`src/rtl/reg_bank_ext_if.sv`:
```
// reg_bank_ext_if: bus bundle for the extended register bank.
// Carries everything except clock and reset:
//   load      write data
//   rsel      register enable mask, one bit per register
//   funsel    function applied to every selected register
//   clr_flags clears all sticky overflow flags
//   o1sel     read port 1 select
//   o2sel     read port 2 select
//   o1, o2    read port data
//   o1_zero   o1 == 0
//   o2_zero   o2 == 0
//   ovf       sticky overflow/underflow flag per register
// The master modport drives the bank; the slave modport is the bank itself.
interface reg_bank_ext_if #(
  parameter int WIDTH    = 8,
  parameter int NUM_REGS = 8,
  parameter int SEL_W    = $clog2(NUM_REGS)
);
  logic [WIDTH-1:0]    load;
  logic [NUM_REGS-1:0] rsel;
  logic [2:0]          funsel;
  logic                clr_flags;
  logic [SEL_W-1:0]    o1sel;
  logic [SEL_W-1:0]    o2sel;
  logic [WIDTH-1:0]    o1;
  logic [WIDTH-1:0]    o2;
  logic                o1_zero;
  logic                o2_zero;
  logic [NUM_REGS-1:0] ovf;

  modport master (
    output load, rsel, funsel, clr_flags, o1sel, o2sel,
    input  o1, o2, o1_zero, o2_zero, ovf
  );

  modport slave (
    input  load, rsel, funsel, clr_flags, o1sel, o2sel,
    output o1, o2, o1_zero, o2_zero, ovf
  );
endinterface

```
`src/rtl/reg_bank_ext.sv`:
```
// reg_bank_ext: parametrised general-purpose register bank.
// NUM_REGS registers of WIDTH bits. Every register whose rsel bit is set
// gets the same function each cycle (clear, load, dec, inc, hold, shl,
// shr, ror). Inc/dec either wrap or clamp (SATURATE), and any overflow
// or underflow raises a sticky per-register flag.
// Ports:
//   clk    rising-edge clock
//   rst_n  asynchronous active-low reset
//   bus    reg_bank_ext_if slave modport (data, masks, selects, outputs)
// Two read ports; with REG_OUT=1 they are registered and capture the
// post-update value of the selected register so no stale data is shown.
module reg_bank_ext #(
  parameter int              WIDTH     = 8,
  parameter int              NUM_REGS  = 8,
  parameter int              SEL_W     = $clog2(NUM_REGS),
  parameter int              SATURATE  = 0,
  parameter int              REG_OUT   = 0,
  parameter logic [WIDTH-1:0] RESET_VAL = '0
) (
  input  logic             clk,
  input  logic             rst_n,
  reg_bank_ext_if.slave    bus
);

  localparam logic [WIDTH-1:0] ALL_ONES = '1;

  typedef enum logic [2:0] {
    FN_CLEAR = 3'b000,
    FN_LOAD  = 3'b001,
    FN_DEC   = 3'b010,
    FN_INC   = 3'b011,
    FN_HOLD  = 3'b100,
    FN_SHL   = 3'b101,
    FN_SHR   = 3'b110,
    FN_ROR   = 3'b111
  } fn_e;

  logic [WIDTH-1:0]    regs     [NUM_REGS];
  logic [WIDTH-1:0]    regs_nxt [NUM_REGS];
  logic [NUM_REGS-1:0] ovf_q;
  logic [NUM_REGS-1:0] ovf_set;
  logic [NUM_REGS-1:0] ovf_clr;
  logic [NUM_REGS-1:0] ovf_nxt;
  logic [WIDTH-1:0]    rd1;
  logic [WIDTH-1:0]    rd2;
  logic [WIDTH-1:0]    o1_out;
  logic [WIDTH-1:0]    o2_out;
  fn_e                 fn;

  assign fn = fn_e'(bus.funsel);

  // Next value and flag events for every register. Set and clear masks
  // are built separately so that a set always beats a clear on the same bit.
  always_comb begin
    ovf_set = '0;
    ovf_clr = {NUM_REGS{bus.clr_flags}};
    for (int i = 0; i < NUM_REGS; i++) begin
      regs_nxt[i] = regs[i];
      if (bus.rsel[i]) begin
        case (fn)
          FN_CLEAR: begin
            regs_nxt[i] = '0;
            ovf_clr[i]  = 1'b1;
          end
          FN_LOAD: begin
            regs_nxt[i] = bus.load;
            ovf_clr[i]  = 1'b1;
          end
          FN_DEC: begin
            if (regs[i] == '0) begin
              regs_nxt[i] = (SATURATE != 0) ? '0 : ALL_ONES;
              ovf_set[i]  = 1'b1;
            end else begin
              regs_nxt[i] = regs[i] - 1'b1;
            end
          end
          FN_INC: begin
            if (regs[i] == ALL_ONES) begin
              regs_nxt[i] = (SATURATE != 0) ? ALL_ONES : '0;
              ovf_set[i]  = 1'b1;
            end else begin
              regs_nxt[i] = regs[i] + 1'b1;
            end
          end
          FN_SHL: begin
            regs_nxt[i] = {regs[i][WIDTH-2:0], 1'b0};
            ovf_set[i]  = regs[i][WIDTH-1];
          end
          FN_SHR: regs_nxt[i] = {1'b0, regs[i][WIDTH-1:1]};
          FN_ROR: regs_nxt[i] = {regs[i][0], regs[i][WIDTH-1:1]};
          default: regs_nxt[i] = regs[i];
        endcase
      end
    end
  end

  assign ovf_nxt = (ovf_q & ~ovf_clr) | ovf_set;

  // Register array and sticky flags.
  always_ff @(posedge clk or negedge rst_n) begin
    if (!rst_n) begin
      for (int i = 0; i < NUM_REGS; i++) begin
        regs[i] <= RESET_VAL;
      end
      ovf_q <= '0;
    end else begin
      for (int i = 0; i < NUM_REGS; i++) begin
        regs[i] <= regs_nxt[i];
      end
      ovf_q <= ovf_nxt;
    end
  end

  // Read muxes. Registered ports sample the post-update values so a
  // register written on this edge is forwarded; combinational ports read
  // current state. Selects with no matching register read as zero.
  always_comb begin
    rd1 = '0;
    rd2 = '0;
    for (int i = 0; i < NUM_REGS; i++) begin
      if (bus.o1sel == SEL_W'(i)) begin
        rd1 = (REG_OUT != 0) ? regs_nxt[i] : regs[i];
      end
      if (bus.o2sel == SEL_W'(i)) begin
        rd2 = (REG_OUT != 0) ? regs_nxt[i] : regs[i];
      end
    end
  end

  generate
    if (REG_OUT != 0) begin : g_reg_out
      always_ff @(posedge clk or negedge rst_n) begin
        if (!rst_n) begin
          o1_out <= '0;
          o2_out <= '0;
        end else begin
          o1_out <= rd1;
          o2_out <= rd2;
        end
      end
    end else begin : g_comb_out
      assign o1_out = rd1;
      assign o2_out = rd2;
    end
  endgenerate

  assign bus.o1      = o1_out;
  assign bus.o2      = o2_out;
  assign bus.o1_zero = (o1_out == '0);
  assign bus.o2_zero = (o2_out == '0);
  assign bus.ovf     = ovf_q;

endmodule

```
`src/flat_wrapper.sv`:
```
// flat-port wrapper written by rule: the top's interface ports become plain ports
module reg_bank_ext_flat 
#(
  parameter int              WIDTH     = 8,
  parameter int              NUM_REGS  = 8,
  parameter int              SEL_W     = $clog2(NUM_REGS),
  parameter int              SATURATE  = 0,
  parameter int              REG_OUT   = 0,
  parameter logic [WIDTH-1:0] RESET_VAL = '0
)
  (clk, rst_n, bus_load, bus_rsel, bus_funsel, bus_clr_flags, bus_o1sel, bus_o2sel, bus_o1, bus_o2, bus_o1_zero, bus_o2_zero, bus_ovf);
  reg_bank_ext_if #(.WIDTH(WIDTH), .NUM_REGS(NUM_REGS), .SEL_W(SEL_W)) bus_i ();
  input  logic clk;
  input  logic rst_n;
  input wire logic [$bits(bus_i.load)-1:0] bus_load;
  input wire logic [$bits(bus_i.rsel)-1:0] bus_rsel;
  input wire logic [$bits(bus_i.funsel)-1:0] bus_funsel;
  input wire logic [$bits(bus_i.clr_flags)-1:0] bus_clr_flags;
  input wire logic [$bits(bus_i.o1sel)-1:0] bus_o1sel;
  input wire logic [$bits(bus_i.o2sel)-1:0] bus_o2sel;
  output wire logic [$bits(bus_i.o1)-1:0] bus_o1;
  output wire logic [$bits(bus_i.o2)-1:0] bus_o2;
  output wire logic [$bits(bus_i.o1_zero)-1:0] bus_o1_zero;
  output wire logic [$bits(bus_i.o2_zero)-1:0] bus_o2_zero;
  output wire logic [$bits(bus_i.ovf)-1:0] bus_ovf;
  assign bus_i.load = bus_load;
  assign bus_i.rsel = bus_rsel;
  assign bus_i.funsel = bus_funsel;
  assign bus_i.clr_flags = bus_clr_flags;
  assign bus_i.o1sel = bus_o1sel;
  assign bus_i.o2sel = bus_o2sel;
  assign bus_o1 = bus_i.o1;
  assign bus_o2 = bus_i.o2;
  assign bus_o1_zero = bus_i.o1_zero;
  assign bus_o2_zero = bus_i.o2_zero;
  assign bus_ovf = bus_i.ovf;
  reg_bank_ext #(.WIDTH(WIDTH), .NUM_REGS(NUM_REGS), .SEL_W(SEL_W), .SATURATE(SATURATE), .REG_OUT(REG_OUT), .RESET_VAL(RESET_VAL)) u_core (.clk(clk), .rst_n(rst_n), .bus(bus_i));
endmodule
```
`config.mk`:
```
export PLATFORM = sky130hd
export DESIGN_NAME = reg_bank_ext_flat
export DESIGN_NICKNAME = d
export VERILOG_FILES = /design/src/rtl/reg_bank_ext_if.sv /design/src/rtl/reg_bank_ext.sv /design/src/flat_wrapper.sv
export SDC_FILE = /design/constraint.sdc
export NUM_CORES = 1
export LEC_CHECK = 0
export ABC_CLOCK_PERIOD_IN_PS = 3900
export BUFFER_PORTS_ARGS = -buffer_cell sky130_fd_sc_hd__buf_2
export CAP_MARGIN = 5
export CORE_MARGIN = 2
export CORE_UTILIZATION = 25
export DETAILED_ROUTE_END_ITERATION = 8
export MAX_ROUTING_LAYER = met4
export PLACE_DENSITY = 0.4
export SYNTH_ARGS = -nofsm -noshare
export SYNTH_HDL_FRONTEND = slang
export SYNTH_SLANG_ARGS = --single-unit
```
`constraint.sdc`:
```
create_clock -name clk -period 3.9 [get_ports clk]
set_input_delay 0.39 -clock clk [delete_from_list [all_inputs] [get_ports clk]]
set_output_delay 0.39 -clock clk [all_outputs]
set_load 0.05 [all_outputs]
```
==> results.md, run 1 <==
- Register bit total from synthesis: 72
- Synth unique cells: 81
- Slew Viols, Final: 0
- Reg clk slew, reported paths: 60 ps
- # fillers: 3647
- Final core occ: 0.278
- CP Max Fanout: 34
- M3 GR Usage: 0.0340
- Initial DRC Count: 1359
- Setup TNS: 0 ps
- R2R Setup Slk: 1370 ps
- Total Nets Final: 1141
- Num rows: 67
- Synth top cells by count: 106 x o21ai_0, 99 x nand2_1, 77 x clkbuf_1
- Most used cell, CP: buf_2
- Synth top area share: 0.215
- Top-count cell post-synth: o21ai_0
- Crit Reg-Reg Endpoint: u_core.regs[42]
- Synth area leader: dfrtp_1
- Fmax: 0.306 GHz
- Die Span Y: 187 um
- Total grt overflow: 0
- Synth Area in Compound Gates: 0.329
- CP top delay family: buffers and inverters
- Grt met1 use: 0.297
- Adder-cell share of the synthesized area: 0.0358
- Largest family of logic cells by synthesized area: compound AO/OA/AOI/OAI gates
- Cts hold-fix bufs: 0
- Synth async-reset ratio: 1.00
- Top area cells in the synthesized netlist: dfrtp_1 21%, o21ai_0 6.3%, nand2_1 4.4%
- Top Usage Layer GRT: met2
- First-pass DRT Iterations: 7
- Crit path DAT: 2880 ps
- Syn_nets: 1161
- Routability cong.: 0.954
- Max-slew headroom: 0.278
- Htree depth: 3
- Clock Latency Late Sink: 360 ps
- Multiplexer area fraction after synthesis: 0.0747
- Yosys warning total: 0
- Syn Inst Count: 1109
- Clock sink count: 72
- Share of cells above drive strength 1: 0.121
- Simple-Gate Fraction of Synth Area: 0.233
- CTS tree: built
- Max-capacitance violation count: 0
- Die X-Extent: 187 um
- RSZ-0062 raised after global routing: no
- Register area share after synthesis: 0.215
- Post-route cell area: 0.00925 sq mm
- Kind of start point of the critical path: input port
- Worst VDD drop: approximately 200 uV
- Antenna-violating nets left: 0
- Core area: around 0.033 sq mm
- Vias: around 9000
- Status: finished, final reports clean
- CTS-repair resized insts: 0
- CP max stage cell: buf_2
- Routing usage on met2: 0.351
- Root Buffer: clkbuf_16
- Number of global-route vias before repair: slightly below 9000
- Drt wl/cell: 25.3 um
- Power Density: 415 mW/mm^2
- Initial antenna violation count: 4
- Mean post-synth cell area: 7.56 sq um
- Xor and xnor area share after synthesis: 0.0324
- Synth-to-Final Area Change: 10.3%
- Leak: around 3.6 nW
- First-pass GRT wire length: 59200 um
- Total Wirelength: 39000 um
- Buf/Inv on CP: 2
- Dpl cell area: about 0.009 sq mm
- IO buf count: 53
- Number of flops mapped to enable cells by yosys: 0
- Initial Util: 0.252
- Num ports: 54
- Critical path type: in2out
- Fin. Hold Viols: 0
- Vias per cell: 5.98
- CP Capture Type: output pin
- Tcrit/Tclk final: 0.839
- Post-Syn Area: 0.00839 sq mm
- Reg2reg start: u_core.regs[41]
- Worst Max-Slew Pin Slew: approximately 1100 ps
- Pre-CTS WS: 704 ps
- Synth Flop Type: dfrtp_1
- Clock skew: 7.66 ps
- Cts bufs inserted: 9
- DRC Markers: 0
- Largest net degree at the start of global routing: 73
- Total Routing Usage GR: 0.229
- Final setup fails: 0
- Setup ws final: 629 ps
- Fin crit period: 3270 ps
- Slowest stage delay, CP: 580 ps
- Buffer count from post-CTS setup fixing: 0
- CP required: 3510 ps
- HPWL after DPL: 27100 um
- HP Class: in2async
- DIE AREA: 0.0350 sq mm
- Cell Chain, Critical Path: buf_2, mux2i_1, nor2_1, a2111oi_0, a31oi_1, nor4b_1, buf_2
- CTS max path bufs: 2
- R2R cell count: 7
==> cells by family after synthesis <==
kind of cell             after synthesis
multiplexers                          47
buffers and inverters                162
XOR/XNOR                              31
adder cells (fa/ha/maj)               24
AND/OR/NAND/NOR                      368
flip-flops                            72
AO/OA/AOI/OAI                        405
==> final cells by class <==
type	count	area [sq um]	area share
diodes	3	7.51	0.000811
clock buffers	12	256	0.0277
clock inverters	1	5.00	0.000541
inverters	41	154	0.0166
multi-input cells	875	5920	0.640
flip-flops and latches	72	1800	0.195
well taps	448	561	0.0606
repair buffers	90	546	0.0590
==> cell usage in the layout (no fill, tap or decap), types with 14 or more instances in the layout <==
cell type and n:
inv_1 40, xnor2_1 22, a21oi_1 57, dfrtp_1 72
nor3_1 34, nor3b_1 14, a22oi_1 26, o21ai_0 106
a22o_1 25, a221o_1 15, nand3b_1 16, buf_4 38
nand2_1 99, nor4_1 17, ha_1 24, a31oi_1 18
mux2i_1 30, nor2_1 51, nand3_1 36, buf_2 52
o21ai_1 20, and3_1 20
==> worst register-to-register path, cell delays in order (launching register included) <==
cell,delay [ps]
dfrtp_1,580
inv_1,190
ha_1,160
or3b_2,500
nor3_1,580
nor2_1,110
o2111ai_1,150
a32o_1,190
==> how the worst max path moves through the flow <==
stage | depth (start not counted) | to | startpoint | slack (ps)
6_report | 7 | bus_o2_zero | bus_o2sel[0] | 630
5_1_grt | 7 | bus_o2_zero | bus_o2sel[0] | 480
4_1_cts | 6 | bus_o2_zero | bus_o2sel[0] | 700
3_5_place_dp | 6 | bus_o2_zero | bus_o2sel[0] | 700
3_3_place_gp | 6 | bus_o2_zero | bus_o2sel[0] | 690
2_1_floorplan | 7 | bus_o2_zero | bus_o2sel[0] | 50
==> registers in the layout, summed over array words and instances (netlist names) <==
name            cells
u_core.regs        64
u_core.bus.ovf      8
==> where the power goes <==
part / internal (mW) / switching, mW
clock network: 0.455 / 0.350
logic: 0.682 / 1.03
registers: 0.864 / 0.467
==> metrics by stage <==
| stage | std cells | hold WS [ps] | total power, mW |
|---|---|---|---|
| final | 1542 | 226 | 3.84 |
| after global routing | 1542 | 299 | 4.08 |
| after CTS | 1539 | 270 | 3.83 |
| after detailed placement | 1526 | 505 | 3.00 |
| after global placement | 1526 | 503 | 3.03 |
| after floorplan | 1109 | 94.4 | 2.42 |
==> metal layers <==
layer | vias up | part of all wire
met1 | 4575 | 0.44
met5 | - | 0
met3 | 89 | 0.065
li1 | 4153 | -
met2 | 408 | 0.45
met4 | 0 | 0.047
Note: power is estimated with default switching activity, not from simulation.
==> run 2: changes to the inputs <==
Settings changed: ABC_CLOCK_PERIOD_IN_PS 3900 to 2700, PLACE_DENSITY 0.4 to 0.41.
Clock period 3.9 ns to 2.7 ns, I/O delays scaled along.
==> run 2 against run 1 <==
Against the previous run: utilization rose by 2.6 points; register-to-register slack got worse by 1100 ps; worst setup slack got worse by 560 ps; routed wire length rose by 6.9%; non-clock buffer count rose by 90; first-iteration DRC count fell by 11%; worst hold slack got worse by 30 ps; clock power rose by 74%; die area did not move; power rose by 61%; design area rose by 9.2%.
==> results.md, run 2 (synthesized netlist as in run 1, its figures left out) <==
- Status: finished, final reports clean
- CP top delay family: simple AND/OR/NAND/NOR gates
- Total grt overflow: 0 (unchanged)
- Initial antenna violation count: 5 (+1)
- Kind of start point of the critical path: flop
- Reg area: 0.00180 sq mm (+0.14%)
- Fin. Hold Viols: 0 (unchanged)
- Cell Chain, Critical Path: mux4_2, nor2b_1, a221o_1, nor4_2, and3b_2, buf_8
- Setup TNS: 0 ps (unchanged)
- Post-route cell area: 0.0101 sq mm (+9.2%)
- Tot Pwr: 6.19 mW (+61%)
- CP Capture Type: output pin
- Fin crit period: between 2000 and 3000 ps
- Crit path DAT: 2360 ps (-520 ps)
- Initial DRC Count: 1206 (-11%)
- Buf/Inv on CP: 1 (-1)
- Core area: 0.0333 sq mm (unchanged)
- Total Wirelength: 41700 um (+6.9%)
- Clock sink count: 72 (unchanged)
- Worst Max-Slew Pin Slew: 1280 ps (+202 ps)
- HP Class: in2reg
- Critical path type: reg2out
- DRC Markers: 0 (unchanged)
- Antenna-violating nets left: 0 (unchanged)
- Initial Util: 0.252 (unchanged)
- First-pass GRT wire length: 61600 um (+4.1%)
- CTS max path bufs: 2 (unchanged)
- Slew Viols, Final: 0 (unchanged)
- Tcrit/Tclk final: 0.973
- Clock Latency Late Sink: 360 ps (about the same)
- Most frequent cells in the layout: 122 x buf_4, 105 x o21ai_0, 99 x nand2_1
- Share of cells above drive strength 1: 0.194 (+0.0733)
- Final core occ: 0.304 (+0.0256)
- Drt wl/cell: 25.5 um (+0.73%)
- CP max stage cell: mux4_2
- Total Nets Final: 1231 (+7.9%)
- Die X-Extent: 187 um (unchanged)
- Number of global-route vias before repair: 8977 (+2.1%)
- Largest net degree at the start of global routing: 41 (-44%)
- Num rows: 67 (unchanged)
- Root Buffer: clkbuf_16
- Max-capacitance violation count: 0 (unchanged)
- Clock skew: 6.29 ps (-1.37 ps)
- DIE AREA: 0.0350 sq mm (unchanged)
- Critical path depth in cells: 6 (-1)
- IO buf count: 53 (unchanged)
- Fmax: 0.380 GHz
- Worst VDD drop: 344 uV (+71%)
- Cts bufs inserted: 9 (unchanged)
- CP Max Fanout: 2 (-94%)
- Dpl cell area: 0.00972 sq mm (+8.2%)
- Max FFs per register: 64 (unchanged)
- Area of the multi-input gates: 0.00595 sq mm (+0.44%)
- Final setup fails: 0 (unchanged)
- CP required: 2430 ps (-1080 ps)
- # fillers: 3630 (-0.47%)
- Max-slew headroom: 0.142 (-0.137)
- Htree depth: 3 (unchanged)
- R2R cell count: 6 (-1)
- Leak: 4.14 nW (+14%)
- Most flop-heavy register: u_core.regs
- CTS tree: built
- Power Density: 612 mW/mm^2 (+47%)
- Num ports: 54 (unchanged)
- Reg clk slew, reported paths: 70 ps (about the same)
- Synth-to-Final Area Change: 20.5%
- Slowest stage delay, CP: 440 ps (-140 ps)
- First-pass DRT Iterations: 5 (-2)
- HPWL after DPL: 30300 um (+12%)
- Die Span Y: 187 um (unchanged)
- Vias: 9692 (+5.1%)
- Total Routing Usage GR: 0.242 (+0.0137)
- Routability cong.: 0.977 (+2.4%)
- WHS Path Cells: 3
- Most common cell after layout, fill and taps aside: buf_4
- Vias per cell: 5.92 (-0.97%)
run 2: where the power goes:
group | total [mW] | internal [mW] | switching, mW
clock network | 1.40 | 0.832 | 0.568
logic | 3.19 | 1.24 | 1.95
registers | 1.60 | 1.26 | 0.345
run 2: final timing paths:
| kind | slack (ps) | endpoint | from |
|---|---|---|---|
| hold reg to reg | 510 | u_core.bus.ovf[1] | u_core.bus.ovf[1] |
| setup reg to reg | 290 | u_core.regs[48] | u_core.regs[49] |
| min in group asynchronous | 450 | u_core.regs[29] | rst_n |
| hold / removal | 200 | u_core.bus.ovf[5] | bus_rsel[5] |
| setup / recovery | 70 | bus_o1_zero | u_core.regs[54] |
| max in group asynchronous | 1590 | u_core.regs[15] | rst_n |
run 2: routing by layer:
metal	share of wire	up-vias	GRT usage
met4	0.036	0	0.101
met2	0.45	459	0.356
met3	0.077	78	0.0450
li1	-	4344	-
met1	0.44	4811	0.326
met5	0	-	-
run 2: cell type report:
type / instances / share of cell area
multi-input cells: 875 / 0.589
inverters: 41 / 0.0152
flip-flops and latches: 72 / 0.179
clock inverters: 6 / 0.00817
well taps: 448 / 0.0555
clock buffers: 10 / 0.0237
diodes: 4 / 0.000991
repair buffers: 180 / 0.129
run 2: worst reg2reg max path: cells and delay by family (launching register included):
kind,cells,cell delay [ps]
compound gates,4,1050
fa+ha+maj,1,320
flops,1,670
simple gates,1,240
run 2: repair_timing:
action,4_1_cts,5_1_grt
pin swaps,0,2
cloned,0,0
hold buffers,1,0
setup endpoints to repair,2,3
setup buffers,0,1
hold endpoints to repair,34,0
resized for setup,6,6
run 2: stage by stage:
step	setup WS, ps	hold WS, ps	std cells
final	71.6	196	1636
after global routing	-0.782	216	1636
after CTS	17.3	187	1631
after detailed placement	110	325	1614
after global placement	101	317	1614
after floorplan	81.1	-25.6	1109
